`src/rtl/hazard_ctrl_pkg.sv`:
```
// ---------------------------------------------------------------------------
// hazard_ctrl_pkg
// Shared types and constants for the pipeline hazard controller.
//   REG_W      : width of an architectural register index
//   XZR_IDX    : index of the zero register, which never creates a hazard
//   slot_t     : one shadow-scoreboard entry {valid, rd, regwrite, memread}
//   SLOT_EMPTY : an invalid entry, used for reset, bubbles and squashes
//   slot_hits  : true when a shadow entry produces a value the consumer reads
// ---------------------------------------------------------------------------
package hazard_ctrl_pkg;

    localparam int REG_W = 5;
    localparam logic [REG_W-1:0] XZR_IDX = 5'd31;

    typedef struct packed {
        logic             valid;
        logic [REG_W-1:0] rd;
        logic             regwrite;
        logic             memread;
    } slot_t;

    localparam slot_t SLOT_EMPTY = '0;

    // A write to the zero register is discarded by the register file,
    // so it can never be the source of a read-after-write dependency.
    function automatic logic slot_hits(input slot_t s,
                                       input logic [REG_W-1:0] src,
                                       input logic used);
        return used && s.valid && s.regwrite && (s.rd == src) && (s.rd != XZR_IDX);
    endfunction

endpackage

```
`src/rtl/hazard_ctrl_if.sv`:
```
// ---------------------------------------------------------------------------
// hazard_ctrl_if
// Bundles the ID-stage operand information, the MEM-stage branch outcome and
// the pipeline-register control outputs of the hazard controller.
//   master : the pipeline side (drives id_* / mem_branch_taken, reads controls)
//   slave  : the hazard controller itself
// Parameter CNT_W sets the width of the two performance counters.
// ---------------------------------------------------------------------------
interface hazard_ctrl_if #(parameter int CNT_W = 32);
    import hazard_ctrl_pkg::*;

    logic [REG_W-1:0] id_rf1;
    logic [REG_W-1:0] id_rf2;
    logic             id_rf1_used;
    logic             id_rf2_used;
    logic [REG_W-1:0] id_rd;
    logic             id_regwrite;
    logic             id_memread;
    logic             mem_branch_taken;

    logic             pc_write_en;
    logic             ifid_write_en;
    logic             ifid_flush;
    logic             idex_bubble;
    logic             exmem_flush;
    logic [CNT_W-1:0] stall_count;
    logic [CNT_W-1:0] flush_count;

    modport master (
        output id_rf1, id_rf2, id_rf1_used, id_rf2_used,
               id_rd, id_regwrite, id_memread, mem_branch_taken,
        input  pc_write_en, ifid_write_en, ifid_flush, idex_bubble,
               exmem_flush, stall_count, flush_count
    );

    modport slave (
        input  id_rf1, id_rf2, id_rf1_used, id_rf2_used,
               id_rd, id_regwrite, id_memread, mem_branch_taken,
        output pc_write_en, ifid_write_en, ifid_flush, idex_bubble,
               exmem_flush, stall_count, flush_count
    );

endinterface

```
`src/rtl/hazard_ctrl_slot.sv`:
```
// ---------------------------------------------------------------------------
// hazard_slot
// One shadow-scoreboard entry mirroring a pipeline register.
//   clk       : rising-edge clock
//   reset     : asynchronous active-high reset, empties the entry
//   clear     : load an invalid entry at the next edge (bubble / squash)
//   load_slot : entry arriving from the previous stage
//   slot_q    : current contents
// ---------------------------------------------------------------------------
module hazard_slot
    import hazard_ctrl_pkg::*;
(
    input  logic  clk,
    input  logic  reset,
    input  logic  clear,
    input  slot_t load_slot,
    output slot_t slot_q
);

    slot_t slot_d;

    always_comb begin
        slot_d = load_slot;
        if (clear) begin
            slot_d = SLOT_EMPTY;
        end
    end

    always_ff @(posedge clk or posedge reset) begin
        if (reset) begin
            slot_q <= SLOT_EMPTY;
        end else begin
            slot_q <= slot_d;
        end
    end

endmodule

```
`src/rtl/hazard_ctrl.sv`:
```
// ---------------------------------------------------------------------------
// hazard_ctrl
// Decides when ID/EX receives a bubble and when PC and IF/ID are frozen or
// flushed. A shadow scoreboard of the EX/MEM/WB destinations is compared
// against the ID operands; taken branches resolved in MEM squash the younger
// instructions. All control outputs are combinational (zero latency).
// Parameters:
//   FORWARDING : 1 = stall only on load-use, 0 = stall on any EX/MEM/WB RAW
//   RF_BYPASS  : 1 = register file writes before reads, WB never stalls
//   CNT_W      : performance counter width (wraps modulo 2^CNT_W)
// Ports:
//   clk   : rising-edge clock
//   reset : asynchronous active-high reset
//   bus   : hazard_ctrl_if slave (ID operands, branch, controls, counters)
// ---------------------------------------------------------------------------
module hazard_ctrl
    import hazard_ctrl_pkg::*;
#(
    parameter bit FORWARDING = 1'b1,
    parameter bit RF_BYPASS  = 1'b1,
    parameter int CNT_W      = 32
) (
    input logic         clk,
    input logic         reset,
    hazard_ctrl_if.slave bus
);

    slot_t ex_d;
    slot_t ex_q;
    slot_t mem_q;
    slot_t wb_q;

    logic ex_hit;
    logic mem_hit;
    logic wb_hit;
    logic stall;
    logic branch;

    logic pc_write_en;
    logic ifid_write_en;
    logic ifid_flush;
    logic idex_bubble;
    logic exmem_flush;

    logic [CNT_W-1:0] stall_count_d;
    logic [CNT_W-1:0] stall_count_q;
    logic [CNT_W-1:0] flush_count_d;
    logic [CNT_W-1:0] flush_count_q;

    // Entry describing the ID instruction as it would enter EX.
    always_comb begin
        ex_d          = SLOT_EMPTY;
        ex_d.valid    = 1'b1;
        ex_d.rd       = bus.id_rd;
        ex_d.regwrite = bus.id_regwrite;
        ex_d.memread  = bus.id_memread;
    end

    // Shadow scoreboard: EX is bubbled with ID/EX, MEM is squashed with
    // EX/MEM, WB simply follows MEM.
    hazard_slot u_ex_slot (
        .clk       (clk),
        .reset     (reset),
        .clear     (idex_bubble),
        .load_slot (ex_d),
        .slot_q    (ex_q)
    );

    hazard_slot u_mem_slot (
        .clk       (clk),
        .reset     (reset),
        .clear     (exmem_flush),
        .load_slot (ex_q),
        .slot_q    (mem_q)
    );

    hazard_slot u_wb_slot (
        .clk       (clk),
        .reset     (reset),
        .clear     (1'b0),
        .load_slot (mem_q),
        .slot_q    (wb_q)
    );

    // Dependency detection. With forwarding only a load still in EX cannot
    // supply its value in time; without it every in-flight producer stalls,
    // except the WB one when the register file bypasses write to read.
    always_comb begin
        ex_hit  = slot_hits(ex_q,  bus.id_rf1, bus.id_rf1_used) ||
                  slot_hits(ex_q,  bus.id_rf2, bus.id_rf2_used);
        mem_hit = slot_hits(mem_q, bus.id_rf1, bus.id_rf1_used) ||
                  slot_hits(mem_q, bus.id_rf2, bus.id_rf2_used);
        wb_hit  = slot_hits(wb_q,  bus.id_rf1, bus.id_rf1_used) ||
                  slot_hits(wb_q,  bus.id_rf2, bus.id_rf2_used);
        if (FORWARDING) begin
            stall = ex_hit && ex_q.memread;
        end else begin
            stall = ex_hit || mem_hit || (wb_hit && !RF_BYPASS);
        end
        branch = bus.mem_branch_taken;
    end

    // Pipeline-register controls. Reset forces a frozen front end with a
    // bubble; a taken branch wins over a stall since the stalled
    // instruction is squashed anyway.
    always_comb begin
        pc_write_en   = 1'b1;
        ifid_write_en = 1'b1;
        ifid_flush    = 1'b0;
        idex_bubble   = 1'b0;
        exmem_flush   = 1'b0;
        if (reset) begin
            pc_write_en   = 1'b0;
            ifid_write_en = 1'b0;
            idex_bubble   = 1'b1;
        end else if (branch) begin
            ifid_flush    = 1'b1;
            idex_bubble   = 1'b1;
            exmem_flush   = 1'b1;
        end else if (stall) begin
            pc_write_en   = 1'b0;
            ifid_write_en = 1'b0;
            idex_bubble   = 1'b1;
        end
    end

    // Performance counters; a stall hidden under a branch is not counted.
    always_comb begin
        stall_count_d = stall_count_q;
        flush_count_d = flush_count_q;
        if (branch) begin
            flush_count_d = flush_count_q + CNT_W'(1);
        end else if (stall) begin
            stall_count_d = stall_count_q + CNT_W'(1);
        end
    end

    always_ff @(posedge clk or posedge reset) begin
        if (reset) begin
            stall_count_q <= '0;
            flush_count_q <= '0;
        end else begin
            stall_count_q <= stall_count_d;
            flush_count_q <= flush_count_d;
        end
    end

    assign bus.pc_write_en   = pc_write_en;
    assign bus.ifid_write_en = ifid_write_en;
    assign bus.ifid_flush    = ifid_flush;
    assign bus.idex_bubble   = idex_bubble;
    assign bus.exmem_flush   = exmem_flush;
    assign bus.stall_count   = stall_count_q;
    assign bus.flush_count   = flush_count_q;

endmodule

```
`src/flat_wrapper.sv`:
```
// flat-port wrapper written by rule: the top's interface ports become plain ports
module hazard_ctrl_flat import hazard_ctrl_pkg::*;
#(
    parameter bit FORWARDING = 1'b1,
    parameter bit RF_BYPASS  = 1'b1,
    parameter int CNT_W      = 32
)
  (clk, reset, bus_id_rf1, bus_id_rf2, bus_id_rf1_used, bus_id_rf2_used, bus_id_rd, bus_id_regwrite, bus_id_memread, bus_mem_branch_taken, bus_pc_write_en, bus_ifid_write_en, bus_ifid_flush, bus_idex_bubble, bus_exmem_flush, bus_stall_count, bus_flush_count);
  hazard_ctrl_if #(.CNT_W(CNT_W)) bus_i ();
  input logic clk;
  input logic reset;
  input wire logic [$bits(bus_i.id_rf1)-1:0] bus_id_rf1;
  input wire logic [$bits(bus_i.id_rf2)-1:0] bus_id_rf2;
  input wire logic [$bits(bus_i.id_rf1_used)-1:0] bus_id_rf1_used;
  input wire logic [$bits(bus_i.id_rf2_used)-1:0] bus_id_rf2_used;
  input wire logic [$bits(bus_i.id_rd)-1:0] bus_id_rd;
  input wire logic [$bits(bus_i.id_regwrite)-1:0] bus_id_regwrite;
  input wire logic [$bits(bus_i.id_memread)-1:0] bus_id_memread;
  input wire logic [$bits(bus_i.mem_branch_taken)-1:0] bus_mem_branch_taken;
  output wire logic [$bits(bus_i.pc_write_en)-1:0] bus_pc_write_en;
  output wire logic [$bits(bus_i.ifid_write_en)-1:0] bus_ifid_write_en;
  output wire logic [$bits(bus_i.ifid_flush)-1:0] bus_ifid_flush;
  output wire logic [$bits(bus_i.idex_bubble)-1:0] bus_idex_bubble;
  output wire logic [$bits(bus_i.exmem_flush)-1:0] bus_exmem_flush;
  output wire logic [$bits(bus_i.stall_count)-1:0] bus_stall_count;
  output wire logic [$bits(bus_i.flush_count)-1:0] bus_flush_count;
  assign bus_i.id_rf1 = bus_id_rf1;
  assign bus_i.id_rf2 = bus_id_rf2;
  assign bus_i.id_rf1_used = bus_id_rf1_used;
  assign bus_i.id_rf2_used = bus_id_rf2_used;
  assign bus_i.id_rd = bus_id_rd;
  assign bus_i.id_regwrite = bus_id_regwrite;
  assign bus_i.id_memread = bus_id_memread;
  assign bus_i.mem_branch_taken = bus_mem_branch_taken;
  assign bus_pc_write_en = bus_i.pc_write_en;
  assign bus_ifid_write_en = bus_i.ifid_write_en;
  assign bus_ifid_flush = bus_i.ifid_flush;
  assign bus_idex_bubble = bus_i.idex_bubble;
  assign bus_exmem_flush = bus_i.exmem_flush;
  assign bus_stall_count = bus_i.stall_count;
  assign bus_flush_count = bus_i.flush_count;
  hazard_ctrl #(.FORWARDING(FORWARDING), .RF_BYPASS(RF_BYPASS), .CNT_W(CNT_W)) u_core (.clk(clk), .reset(reset), .bus(bus_i));
endmodule
```
`config.mk`:
```
export PLATFORM = sky130hd
export DESIGN_NAME = hazard_ctrl_flat
export DESIGN_NICKNAME = d
export VERILOG_FILES = /design/src/rtl/hazard_ctrl_pkg.sv /design/src/rtl/hazard_ctrl_if.sv /design/src/rtl/hazard_ctrl_slot.sv /design/src/rtl/hazard_ctrl.sv /design/src/flat_wrapper.sv
export SDC_FILE = /design/constraint.sdc
export NUM_CORES = 1
export LEC_CHECK = 0
export ABC_AREA = 1
export CAP_MARGIN = 20
export CORE_ASPECT_RATIO = 0.7
export CORE_MARGIN = 2
export CORE_UTILIZATION = 47
export DETAILED_ROUTE_END_ITERATION = 12
export MAX_ROUTING_LAYER = met4
export PLACE_DENSITY = 0.77
export RECOVER_POWER = 50
export SKIP_LAST_GASP = 1
export SLEW_MARGIN = 20
export SYNTH_ARGS = -nofsm -noshare
export SYNTH_HDL_FRONTEND = slang
export SYNTH_HIERARCHICAL = 1
export SYNTH_SLANG_ARGS = --single-unit
```
`constraint.sdc`:
```
create_clock -name clk -period 3 [get_ports clk]
set_clock_uncertainty 0.05 [all_clocks]
set_input_delay 0.75 -clock clk [delete_from_list [all_inputs] [get_ports clk]]
set_output_delay 0.75 -clock clk [all_outputs]
set_load 0.05 [all_outputs]
```
==> run_results.csv, run 1 <==
group,metric,value,unit
outcome,status,"complete, but fails checks",
outcome,violations,"max-capacitance violations, max-slew violations",
place,place.gp.congestion,0.919,
setup_path,cpMostUsedCell,"nand2_1",
floorplan,dieArea,10300,µm²
final_layout,nFillCells,824,
floorplan,ios,91,
global_routing,grt_use_total,22.6,%
routing,wl_per_cell,13.3,µm
power,clockPowerShare,38.3,%
setup_path,cp.arrival,2.05,ns
yosys,ys_seq_area_share,40.2,%
routing,num_vias,4005,
clock_network,root_buffer,"clkbuf_16",
yosys,syn_inst,588,
run,max_cap_violations,1,
clock_network,numClockSinks,72,
power,p_leak,0.00276,µW
final_layout,final_common_cell,"nand2_1",
place,io_buffers,90,
floorplan,start_util,48.8,%
final_layout,layout-drive-gt1-share,10.0,%
final_layout,nets,708,
final_layout,diodes,0,
setup_path,crit_required,2.20,ns
sta,fin_crit,2.85,ns
setup_path,cp-end-kind,"primary output",
power,seqPwrFrac,40.2,%
power,switchingPower,870,µW
final_layout,area_growth,28.4,%
sta,fmax,351,MHz
final_layout,fin_util,62.6,%
global_routing,grt_first_pass_wirelength,17900,µm
clock_network,clkTransAtPathRegs,0.05,ns
yosys,synth_top_area_share,40.2,%
yosys,synth_cell_type_count,33,
routing,drt-pass1-iter-count,5,
power,comb_power_share,21.5,%
yosys,synth_seq_cells,72,
floorplan,die_h,85.7,µm
power,cellPowerDensity,486,nW/µm²
setup_path,crit_chain,"clkdlybuf4s50_1 -> inv_1 -> nand2_1 -> nand2_1 -> nor2_1 -> nand3_1 -> nand2_2 -> nand2_1 -> nand3_1 -> buf_12",
clock_network,clk_latency,0.33,ns
sta,fin_tns_setup,0,ns
yosys,synthTopCellsByArea,"dfrtp_1, nand2_1, inv_1",
sta,rsz0062_at_grt,"no",
final_layout,final_cell_mix,"nand2_1, inv_1, clkdlybuf4s50_1, dfrtp_1, nor2_1",
setup_path,path_max_fanout,3,
floorplan,rows,29,
sta,holdWs,0.459,ns
yosys,synth.largest_area_cell,"dfrtp_1",
hold_path,hp-class,"reg2reg",
setup_path,worstSetupPathType,"in2out",
power,switching_share,31.1,%
floorplan,core,9180,µm²
power,worst_ir_drop_vdd,274,µV
sta,setup_viol,0,
global_routing,grt_max_degree,65,
setup_path,cp_slowest_cell,"clkdlybuf4s50_1",
yosys,synth_fp_nets,612,
clock_network,numCtsBuffers,9,
routing,wl,10800,µm
clock_network,ctsHoldBuffers,0,
routing,ant_nets,0,
yosys,ys_warn_count,6,
clock_network,cts_resized,0,
yosys,syn_area,4480,µm²
sta,maxSlewHeadroom,-6.69,%
sta,drv_slew,65,
clock_network,h-tree-depth,3,
sta,max_slew.worst_pin.slew,1.60,ns
routing,viasPerCell,4.93,
setup_path,slowest_delay,0.48,ns
global_routing,antenna_found_initial,0,
routing,drc,0,
floorplan,die_w,121,µm
place,dp_slack,0.152,ns
global_routing,grt_pass1_vias,3753,
yosys,synth.avg_cell_area,7.62,µm²
clock_network,cts_setup_buffers,0,
power,p_int,1930,µW
sta,hold_violations,0,
sta,fin_crit_sh,95.0,%
clock_network,cts_tree,"built",
clock_network,cts_max_path_buffers,2,
routing,drt_iter0_markers,232,
setup_path,cp-start-kind,"input port",
global_routing,grt-ovfl-total,0,
place,hpwl,8160,µm
sta,fin_ws,0.151,ns
-- state kept, by name, summed over array words and instances, names as in the netlist --
| name | flops |
|---|---|
| u_core/u_ex_slot/slot_q | 8 |
| u_core/bus.stall_count | 32 |
| u_core/bus.flush_count | 32 |
-- stage by stage --
stage                     cells  power [µW]  cell area [µm²]
after detailed placement    797        1750             5500
after floorplan             588        1530             4490
after global routing        813        2920             5750
after CTS                   813        2830             5800
after global placement      797        1740             5500
final                       813        2800             5750
-- cells in the mapped netlist --
cell      instances
o21a_1            1
nand4_1          20
ha_1              2
o21ai_2          10
a21oi_1           2
buf_4             3
and2_1            1
nand2_4           3
nor4_1            1
nand2_2          11
nor2_1           55
xor2_1           19
inv_1            90
clkinv_1          1
buf_2             2
xnor2_1          21
nor3_1            8
nand3_4           1
nand2_1         167
nor3_2            4
nand3b_1          4
nor2_4            7
nand3_1          45
nor3_4            1
conb_1            1
buf_8             1
dfrtp_1          72
buf_6             7
nor2_8            3
nand3_2           2
o21ai_1          12
nor2_2            9
inv_2             2
-- final timing paths --
path | from | end | cells after the start | slack, ns
max | bus_id_rf2[4] | bus_idex_bubble | 10 | 0.15
min in group asynchronous | reset | u_core/u_ex_slot/slot_q[6] | 2 | 0.82
max reg2reg | u_core/u_ex_slot/slot_q[5] | u_core/bus.stall_count[19] | 7 | 0.96
min reg2reg | u_core/bus.flush_count[30] | u_core/bus.flush_count[30] | 1 | 0.46
min | u_core/bus.flush_count[30] | u_core/bus.flush_count[30] | 1 | 0.46
max in group asynchronous | reset | u_core/bus.stall_count[12] | 3 | 0.44
-- critical path: cells and delay by family --
| kind | cells | cell delay (ns) |
|---|---|---|
| buffers and inverters | 3 | 0.68 |
| and+or+nand+nor | 7 | 0.62 |
-- cell families (layout without fill, tap and decap cells) --
family / after synthesis / count (layout) / share of synthesized area, %
AOI/OAI and AO/OA: 25 / 25 / 3.69
DFF: 72 / 72 / 40.2
other: 1 / 1 / 0.0837
adders and majority gates: 2 / 2 / 0.559
and+or+nand+nor: 342 / 342 / 37.0
buffers and inverters: 106 / 207 / 10.6
xor gates and xnor gates: 40 / 40 / 7.82
-- per-layer routing --
layer  share of wire [%]  track usage, %  vias to the layer above
met3                 7.9            6.52                       15
met4                 1.2            6.03                        0
met2                  44            33.6                      145
met1                  46            30.3                     1835
li1                    -               -                     2010
met5                   0               -                        -
-- cell type report --
cell class | count | area, µm² | share of cell area, %
clock inverter | 3 | 40.0 | 0.696
inverter | 93 | 350 | 6.09
sequential | 72 | 1800 | 31.3
multi-input combinational | 410 | 2170 | 37.8
timing repair buffer | 98 | 970 | 16.9
tap | 124 | 155 | 2.70
clock buffer | 13 | 260 | 4.53
-- power groups by stage --
stage                     Sequential (µW)  Combinational [µW]  Clock [µW]
final                                1120                 602        1070
after global routing                 1140                 647        1130
after CTS                            1130                 612        1090
after detailed placement             1140                 610           0
after global placement               1140                 601           0
after floorplan                      1330                 200           0
No activity file was read; power rests on OpenSTA's default activity.
==> inputs of run 2 (changes only) <==
CORE_UTILIZATION = 48   (was 47)
CTS_BUF_LIST = sky130_fd_sc_hd__clkbuf_8   (was default)
PLACE_DENSITY = 0.78   (was 0.77)
==> run 2 against run 1 <==
Net effect: the run now ends clean; sequential power about the same; cell area down 1.1%; fmax about the same; sequential share of layout area up 0.35 points; critical path type unchanged; critical endpoint is now bus_pc_write_en; largest cell class unchanged; highest routed layer unchanged.
==> run_results.csv, run 2 (synthesized netlist as in run 1, its figures left out) <==
group,metric,value,unit
outcome,status,"complete, no violations",
power,comb_power_share,24.0,%
floorplan,rows,29,
hold_path,min-delay-start,"u_core/bus.flush_count[16]",
global_routing,grt_first_pass_wirelength,18000,µm
setup_path,reg2regPathDepth,9,
clock_network,cts_setup_buffers,0,
clock_network,h-tree-depth,3,
clock_network,numClockSinks,72,
power,worst_ir_drop_vdd,216,µV
place,dp_cells,798,
floorplan,core,9070,µm²
clock_network,clk_latency,0.34,ns
routing,drt_iter0_markers,226,
global_routing,grt_max_degree,50,
hold_path,hp-class,"reg2reg",
final_layout,final_cell_mix,"nand2_1, inv_1, clkdlybuf4s50_1, dfrtp_1, nor2_1",
clock_network,cts_resized,0,
routing,wl,10700,µm
final_layout,fin_cells,813,
power,seqPwrFrac,44.7,%
sta,maxSlewHeadroom,19.0,%
clock_network,clkTransAtPathRegs,0.07,ns
sta,drv_slew,0,
global_routing,grt-ovfl-total,0,
setup_path,path_max_fanout,3,
routing,num_vias,4023,
setup_path,rr_startpoint,"u_core/u_ex_slot/slot_q[6]",
setup_path,rr_endpoint,"u_core/bus.stall_count[26]",
hold_path,min_delay_worst_endpoint,"u_core/bus.flush_count[16]",
power,p_leak,0.00272,µW
final_layout,final_common_cell,"nand2_1",
run,max_cap_violations,0,
clock_network,cts_tree,"built",
sta,hold_violations,0,
clock_network,ctsHoldBuffers,0,
setup_path,cp-start-kind,"input port",
sta,holdWs,0.475,ns
place,place.gp.congestion,0.912,
global_routing,antenna_found_initial,0,
final_layout,nFillCells,825,
final_layout,layout.area.seq,1800,µm²
sta,rsz0062_at_grt,"no",
place,io_buffers,90,
final_layout,diodes,0,
setup_path,cp.arrival,2.05,ns
clock_network,root_buffer,"clkbuf_8",
power,clockPowerShare,31.3,%
power,p_int,1680,µW
power,switchingPower,835,µW
setup_path,reg2reg_slack,0.98,ns
routing,drt-pass1-iter-count,5,
floorplan,dieArea,10100,µm²
clock_network,cts_max_path_buffers,2,
global_routing,grt_use_total,22.7,%
place,hpwl,8270,µm
floorplan,start_util,49.4,%
routing,viasPerCell,4.95,
sta,max_slew.worst_pin.slew,1.21,ns
final_layout,area_growth,26.9,%
power,switching_share,33.1,%
routing,drc,0,
sta,fin_crit,2.85,ns
hold_path,hold_path_depth,1,
final_layout,nets,709,
routing,ant_nets,0,
sta,setup_viol,0,
setup_path,worstSetupPathType,"in2out",
clock_network,numCtsBuffers,9,
sta,fmax,351,MHz
final_layout,layout-drive-gt1-share,11.2,%
power,cellPowerDensity,443,nW/µm²
setup_path,cp-end-kind,"primary output",
final_layout,multi_input_area,2200,µm²
routing,wl_per_cell,13.1,µm
setup_path,crit_required,2.20,ns
floorplan,die_h,84.8,µm
power,power,2520,µW
floorplan,die_w,119,µm
global_routing,grt_pass1_vias,3806,
floorplan,ios,91,
sta,fin_crit_sh,95.0,%
-- run 2: per-layer routing --
metal / global-route usage [%] / up-vias / wire (µm)
met5: - / - / 0
met4: 5.35 / 0 / 73
met3: 4.64 / 4 / 694
met2: 34.6 / 124 / 4850
met1: 31.3 / 1883 / 5050
li1: - / 2012 / -
-- run 2: worst max-delay path by stage --
stage | startpoint | depth (start not counted) | endpoint
floorplan | reset | 4 | bus_pc_write_en
global placement | bus_id_rf2[4] | 11 | bus_pc_write_en
detailed placement | bus_id_rf2[3] | 11 | bus_pc_write_en
CTS | bus_id_rf2[3] | 11 | bus_pc_write_en
global route | bus_id_rf1[0] | 11 | bus_pc_write_en
finish | bus_id_rf2[3] | 11 | bus_pc_write_en
-- run 2: area by class of cell --
type | instances | area share [%]
clock buffer | 12 | 2.90
sequential | 72 | 31.7
inverter | 93 | 6.16
multi-input combinational | 410 | 38.6
tap | 124 | 2.73
clock inverter | 3 | 0.704
timing repair buffer | 99 | 17.2
-- run 2: worst max-delay path, cell delays in order --
cell	delay, ns
clkdlybuf4s50_1	0.48
inv_1	0.05
nand2_1	0.06
nand2_1	0.05
nor2_1	0.08
nand3_1	0.09
nand2_2	0.12
nand3_4	0.07
nand2_1	0.07
inv_1	0.05
buf_4	0.18
-- run 2: power groups by stage --
| stage | sequential [µW] | combinational (µW) | clock, µW |
|---|---|---|---|
| 6_report | 1130 | 604 | 788 |
| 3_5_place_dp | 1140 | 611 | 0 |
| 3_3_place_gp | 1140 | 598 | 0 |
| 2_1_floorplan | 1330 | 200 | 0 |
| 5_1_grt | 1140 | 642 | 855 |
| 4_1_cts | 1130 | 611 | 821 |
-- run 2: stage by stage --
stage               setup TNS (ns)  setup WS [ns]  util (%)  instance area, µm²
floorplan                   -0.168         -0.150         -                4490
global placement                 0          0.177      60.7                5510
detailed placement               0          0.144      60.7                5510
CTS                              0          0.145      63.0                5720
global route                     0         0.0405      62.7                5690
finish                           0          0.150      62.7                5690
